==> src/rtl/xalu_seq.sv <==
// Sequencer that runs 16-bit ALU operations through one external 4-bit slice, one nibble per cycle.
// Optional XALU_SEQ_FLAGS_EN builds the zero/equ flag logic; otherwise both flags are tied low.
module xalu_seq (
  input  logic        clk,
  input  logic        rst_n,
  input  logic        start,
  input  logic [2:0]  op,
  input  logic        com,
  input  logic        cin,
  input  logic [15:0] a,
  input  logic [15:0] b,
  output logic        busy,
  output logic        done,
  output logic [15:0] result,
  output logic        cout,
  output logic        zero,
  output logic        equ,
  output logic [3:0]  sl_a,
  output logic [3:0]  sl_b,
  output logic [2:0]  sl_f,
  output logic        sl_com,
  output logic        sl_ci_right,
  output logic        sl_ci_left,
  input  logic [3:0]  sl_d,
  input  logic        sl_co_left,
  input  logic        sl_co_right,
  input  logic        sl_equ
);

  typedef enum logic [1:0] {IDLE = 2'd0, RUN = 2'd1, DONE = 2'd2} state_t;

  localparam logic [2:0] OP_ADD = 3'd0;
  localparam logic [2:0] OP_SHR = 3'd6;
  localparam logic [2:0] OP_SHL = 3'd7;

  state_t      state_r;
  logic [1:0]  k_r;
  logic [15:0] a_r, b_r;
  logic [2:0]  op_r;
  logic        busy_r, done_r, cout_r;
  logic [15:0] result_r;
  logic [3:0]  sl_a_r, sl_b_r;
  logic [2:0]  sl_f_r;
  logic        sl_com_r, sl_ci_right_r, sl_ci_left_r;

  logic [1:0]  nib_idx_s, nxt_idx_s, k_nxt_s;
  logic [15:0] result_next_s;
  logic        chain_r_s, chain_l_s;

  function automatic logic [3:0] nib(input logic [15:0] v, input logic [1:0] i);
    logic [3:0] n;
    case (i)
      2'd0:    n = v[3:0];
      2'd1:    n = v[7:4];
      2'd2:    n = v[11:8];
      2'd3:    n = v[15:12];
      default: n = 4'h0;
    endcase
    return n;
  endfunction

  // Nibble order, carry-chain selection and the result with the current slice output merged in.
  always_comb begin
    k_nxt_s       = k_r + 2'd1;
    chain_r_s     = (op_r == OP_ADD) || (op_r == OP_SHL);
    chain_l_s     = (op_r == OP_SHR);
    result_next_s = result_r;
    if (chain_l_s) begin
      nib_idx_s = 2'd3 - k_r;
      nxt_idx_s = 2'd3 - k_nxt_s;
    end else begin
      nib_idx_s = k_r;
      nxt_idx_s = k_nxt_s;
    end
    result_next_s[{nib_idx_s, 2'b00} +: 4] = sl_d;
  end

  // Main sequencer: operand latch, slice drive, carry chaining and result capture.
  always_ff @(posedge clk or negedge rst_n) begin
    if (!rst_n) begin
      state_r       <= IDLE;
      k_r           <= 2'd0;
      a_r           <= 16'h0000;
      b_r           <= 16'h0000;
      op_r          <= 3'd0;
      busy_r        <= 1'b0;
      done_r        <= 1'b0;
      cout_r        <= 1'b0;
      result_r      <= 16'h0000;
      sl_a_r        <= 4'h0;
      sl_b_r        <= 4'h0;
      sl_f_r        <= 3'd0;
      sl_com_r      <= 1'b0;
      sl_ci_right_r <= 1'b0;
      sl_ci_left_r  <= 1'b0;
    end else begin
      case (state_r)
        IDLE: begin
          if (start) begin
            state_r       <= RUN;
            busy_r        <= 1'b1;
            k_r           <= 2'd0;
            a_r           <= a;
            b_r           <= b;
            op_r          <= op;
            sl_a_r        <= nib(a, (op == OP_SHR) ? 2'd3 : 2'd0);
            sl_b_r        <= nib(b, (op == OP_SHR) ? 2'd3 : 2'd0);
            sl_f_r        <= op;
            sl_com_r      <= com;
            sl_ci_right_r <= ((op == OP_ADD) || (op == OP_SHL)) ? cin : 1'b0;
            sl_ci_left_r  <= (op == OP_SHR) ? cin : 1'b0;
          end
        end
        RUN: begin
          result_r <= result_next_s;
          k_r      <= k_nxt_s;
          if (k_r == 2'd3) begin
            state_r       <= DONE;
            done_r        <= 1'b1;
            cout_r        <= chain_r_s ? sl_co_left : (chain_l_s ? sl_co_right : 1'b0);
            sl_a_r        <= 4'h0;
            sl_b_r        <= 4'h0;
            sl_f_r        <= 3'd0;
            sl_com_r      <= 1'b0;
            sl_ci_right_r <= 1'b0;
            sl_ci_left_r  <= 1'b0;
          end else begin
            sl_a_r        <= nib(a_r, nxt_idx_s);
            sl_b_r        <= nib(b_r, nxt_idx_s);
            sl_ci_right_r <= chain_r_s ? sl_co_left : 1'b0;
            sl_ci_left_r  <= chain_l_s ? sl_co_right : 1'b0;
          end
        end
        DONE: begin
          state_r <= IDLE;
          done_r  <= 1'b0;
          busy_r  <= 1'b0;
        end
        default: begin
          state_r <= IDLE;
          done_r  <= 1'b0;
          busy_r  <= 1'b0;
        end
      endcase
    end
  end

`ifdef XALU_SEQ_FLAGS_EN
  logic zero_r, equ_r, equ_acc_r;

  // Flag accumulation: nibble equality is ANDed over the run, zero taken from the final word.
  always_ff @(posedge clk or negedge rst_n) begin
    if (!rst_n) begin
      zero_r    <= 1'b0;
      equ_r     <= 1'b0;
      equ_acc_r <= 1'b0;
    end else if ((state_r == IDLE) && start) begin
      equ_acc_r <= 1'b1;
    end else if (state_r == RUN) begin
      equ_acc_r <= equ_acc_r & sl_equ;
      if (k_r == 2'd3) begin
        zero_r <= (result_next_s == 16'h0000);
        equ_r  <= equ_acc_r & sl_equ;
      end
    end
  end

  assign zero = zero_r;
  assign equ  = equ_r;
`else
  assign zero = 1'b0;
  assign equ  = 1'b0;
`endif

  assign busy        = busy_r;
  assign done        = done_r;
  assign result      = result_r;
  assign cout        = cout_r;
  assign sl_a        = sl_a_r;
  assign sl_b        = sl_b_r;
  assign sl_f        = sl_f_r;
  assign sl_com      = sl_com_r;
  assign sl_ci_right = sl_ci_right_r;
  assign sl_ci_left  = sl_ci_left_r;

endmodule

==> config.mk <==
export PLATFORM = sky130hd
export DESIGN_NAME = xalu_seq
export DESIGN_NICKNAME = d
export VERILOG_FILES = /design/src/rtl/xalu_seq.sv
export SDC_FILE = /design/constraint.sdc
export NUM_CORES = 1
export LEC_CHECK = 0
export CORE_MARGIN = 3
export CORE_UTILIZATION = 45
export CTS_CLUSTER_DIAMETER = 30
export CTS_CLUSTER_SIZE = 28
export DETAILED_ROUTE_END_ITERATION = 6
export PLACE_DENSITY_LB_ADDON = 0.2
export SLEW_MARGIN = 30
export SYNTH_ARGS = -nofsm -noshare
export SYNTH_HDL_FRONTEND = slang
export SYNTH_SLANG_ARGS = --single-unit
==> constraint.sdc <==
create_clock -name clk -period 2.2 [get_ports clk]
set_input_delay 0.55 -clock clk [delete_from_list [all_inputs] [get_ports clk]]
set_output_delay 0.55 -clock clk [all_outputs]
set_load 0.01 [all_outputs]
==> metrics.csv <==
stage,metric,value,unit
place,count of input and output buffers,78,
worst_setup_path,endpoint type of the worst setup path,register,
sta,final count of pins violating max slew,0,
worst_setup_path,path type of the worst setup path,reg2reg,
final_layout,Final Instance Area,0.004882,mm2
clock_tree,Resized cells post-CTS,0,
die,core region area,0.007888,mm2
run_status,status,completed,
worst_setup_path,worst reg-to-reg path cell count,5,
sta,worst slew pin tran,0.5087,ns
grt,first-pass GRT wire length,15080,um
synthesis,synthesis-stage register bit count,72,
sta,final period utilization,86.10,%
synthesis,synthesized instance count,381,
clock_tree,TritonCTS clock tree,done,
grt,number of global-route vias before repair,3076,
detailed_routing,final wirelength,8813,um
clock_tree,maximum root-to-sink buffer count,2,
clock_tree,post-CTS setup buffer count,0,
detailed_routing,starting DRC count in detailed routing,189,
clock_tree,total clock buffers created by CTS,9,
clock_tree,Clock Latency Late Sink,0.34,ns
worst_setup_path,Worst Path Max Fanout,10,
power,Max IR drop VDD,0.6226,mV
worst_setup_path,CP startpoint kind,register,
detailed_routing,Pre-antenna DRT Iters,4,
sta,fmax,0.5279,GHz
worst_setup_path,r2r endpoint,sl_b[1],
power,power density over cell area,1448,mW/mm2
final_layout,Util after Layout,61.90,%
sta,setup-violating endpoint count in the final report,0,
sta,worst clock skew on the final layout,0.01036,ns
worst_setup_path,Critical Path RT,2.43,ns
final_layout,antenna diode instance count,0,
synthesis,count of distinct cell types in the synthesized netlist,45,
synthesis,area of the mapped netlist,0.003725,mm2
clock_tree,Sinks on Clock Net,72,
min_path,worst hold-check path type,in2async,
final_layout,proportion of layout cells with a drive suffix above 1,14.47,%
clock_tree,cts-stage hold buffer count,0,
detailed_routing,DR WL/cell,15.41,um
place,instance area after placement,0.004662,mm2
detailed_routing,Routed Antenna Nets,0,
synthesis,Commonest cells post-synth,"148 x sky130_fd_sc_hd__nand2_1, 72 x sky130_fd_sc_hd__dfrtp_1, 16 x sky130_fd_sc_hd__nand3_1, 13 x sky130_fd_sc_hd__o21ai_0, 12 x sky130_fd_sc_hd__mux2_2",
job,max cap viols,0,
grt,Global Route Usage Sum,19.74,%
worst_setup_path,Reg-to-Reg Start,k_r[0],
grt,leftover overflow at the end of global routing,0,
die,total number of placement rows,32,
die,Total Die Area,0.009405,mm2
synthesis,fraction of registers with async set or reset after synthesis,100.0,%
power,leak pwr,2.364,nW
detailed_routing,number of DRC violations after detailed routing,0,
detailed_routing,vias per inst,5.219,
die,initial cell density of the core,47.22,%
clock_tree,clock input transition at the sequential cells of the worst setup and hold paths,0.08,ns
sta,total count of hold-check failures in the final report,0,
synthesis,number of flops mapped to enable cells by yosys,0,
grt,number of antenna violations at the first check in global routing,0,
synthesis,part of the Yosys area used for sequential elements,48.37,%
synthesis,synthesized area per cell,9.776,um2
final_layout,Filler Cell Count,687,
worst_setup_path,critical path arrival,2.13,ns
synthesis,number of warnings reported in the yosys synthesis log,0,
grt,largest net degree at the start of global routing,73,
worst_setup_path,timing endpoint of the critical path,sl_b[1],
final_layout,Nets,513,
place,HPWL Detailed,6142,um
synthesis,largest area contributor in the synthesized netlist,sky130_fd_sc_hd__dfrtp_1,
sta,unrepaired setup endpoints after global routing,false,
sta,shortest clock period the worst path allows after layout,1.894,ns
worst_setup_path,flop2flop setup slack,0.31,ns
clock_tree,cell at the root of the clock tree,sky130_fd_sc_hd__clkbuf_8,
die,Die X-Extent,96.98,um
place,RD Place Congestion,0.8322,
sta,setup total negative slack,0,ns
final_layout,area added between synthesis and finish,31.07,%
worst_setup_path,Critical path origin,k_r[0],
synthesis,main flop type after synthesis,sky130_fd_sc_hd__dfrtp_1,
synthesis,most numerous cell in the Yosys netlist,sky130_fd_sc_hd__nand2_1,
detailed_routing,total number of vias,2985,
sta,headroom to the max-slew limit,66.01,%
clock_tree,H-Tree Depth,3,
die,number of I/O pins,82,
synthesis,area share of the largest cell type after synthesis,48.37,%
die,Die Y,96.98,um
synthesis,largest cells by area after synthesis,"sky130_fd_sc_hd__dfrtp_1 48%, sky130_fd_sc_hd__nand2_1 15%, sky130_fd_sc_hd__mux2_2 3.6%",
[area by class of cell]
cell class                 count  area, um2  share of cell area [%]
sequential                    72       1802                   36.90
multi-input combinational    282       1760                   36.06
timing repair buffer          95      953.4                   19.53
tap                          102      127.6                   2.614
clock buffer                   9      123.9                   2.537
clock inverter                 7      96.34                   1.973
inverter                       5      18.77                  0.3844
[registers in the layout (all words and copies together), names as in the netlist]
name	flops
a_r	16
result	16
sl_b	4
done	1
sl_ci_left	1
cout	1
k_r	2
op_r	3
b_r	16
busy	1
sl_ci_right	1
sl_com	1
sl_a	4
sl_f	3
state_r	2
[report_power, final]
part	internal [W]	total, W	leakage [nW]	switching [W]
Clock	0.000640	0.00116	0.113	0.000521
Sequential	0.00194	0.00237	0.899	0.000430
Combinational	0.00187	0.00354	1.35	0.00167
Total	0.00444	0.00707	2.36	0.00262
[kinds of logic after synthesis]
family	synth area share [%]
AO/OA/AOI/OAI	7.827
XOR/XNOR	0.2352
adder cells (fa/ha/maj)	0.3359
buffers and inverters	4.635
flip-flops	48.37
multiplexers	12.83
other	0.1007
AND/OR/NAND/NOR	25.66
[worst min path at each step]
stage | to | cells after the start | slack (ns)
after detailed placement | result[11] | 1 | 0.48
after CTS | b_r[0] | 2 | 0.23
after global routing | b_r[0] | 2 | 0.25
after floorplan | a_r[0] | 0 | 0.25
after global placement | result[11] | 1 | 0.47
final | b_r[9] | 2 | 0.21
[placed cells by master, fill, tap and decap left out, drive strengths merged]
| master | netlist | layout |
|---|---|---|
| nand2 | 148 | 148 |
| clkdlybuf4s50 | 0 | 77 |
| dfrtp | 72 | 72 |
| buf | 15 | 18 |
| nand3 | 17 | 17 |
| mux2 | 17 | 17 |
| o21ai | 15 | 15 |
| nand2b | 10 | 10 |
| clkbuf | 8 | 9 |
| mux2i | 8 | 8 |
| a41o | 8 | 8 |
| mux4 | 8 | 8 |
| nor2b | 6 | 6 |
| a21oi | 6 | 6 |
| inv | 5 | 5 |
| a22o | 5 | 5 |
| clkinv | 0 | 5 |
| nand3b | 5 | 5 |
| and2 | 4 | 4 |
| and3b | 4 | 4 |
| nor3 | 3 | 3 |
| and3 | 3 | 3 |
| nor2 | 3 | 3 |
| nor3b | 3 | 3 |
| conb | 1 | 2 |
| bufinv | 0 | 2 |
| o21bai | 1 | 1 |
| a2bb2oi | 1 | 1 |
| or3 | 1 | 1 |
| o211ai | 1 | 1 |
| a32oi | 1 | 1 |
| xnor2 | 1 | 1 |
| ha | 1 | 1 |
[metal layers]
metal	share of wire, %	up-vias	track usage (%)
met5	0	-	0
met4	0.93	0	7.019
met3	5.7	7	3.100
met2	48	92	31.79
met1	46	1441	27.11
li1	-	1445	-
[critical path, cell delays in order (launching register included)]
cell                       delay (ns)
sky130_fd_sc_hd__dfrtp_1         0.38
sky130_fd_sc_hd__ha_1            0.34
sky130_fd_sc_hd__buf_12          0.16
sky130_fd_sc_hd__mux4_1          0.54
sky130_fd_sc_hd__nand2b_1        0.16
sky130_fd_sc_hd__a41o_1          0.21
[stage by stage]
stage	power (W)	cells	hold WS, ns	setup slack (ns)
floorplan	0.004608	382	0.2544	0.3435
global placement	0.005847	556	0.4715	0.1692
global route	0.007619	572	0.2531	0.1978
CTS	0.007131	572	0.2330	0.3016
detailed placement	0.005955	556	0.4826	0.1479
finish	0.007069	572	0.2059	0.3058
Note: power is estimated with default switching activity, not from simulation.
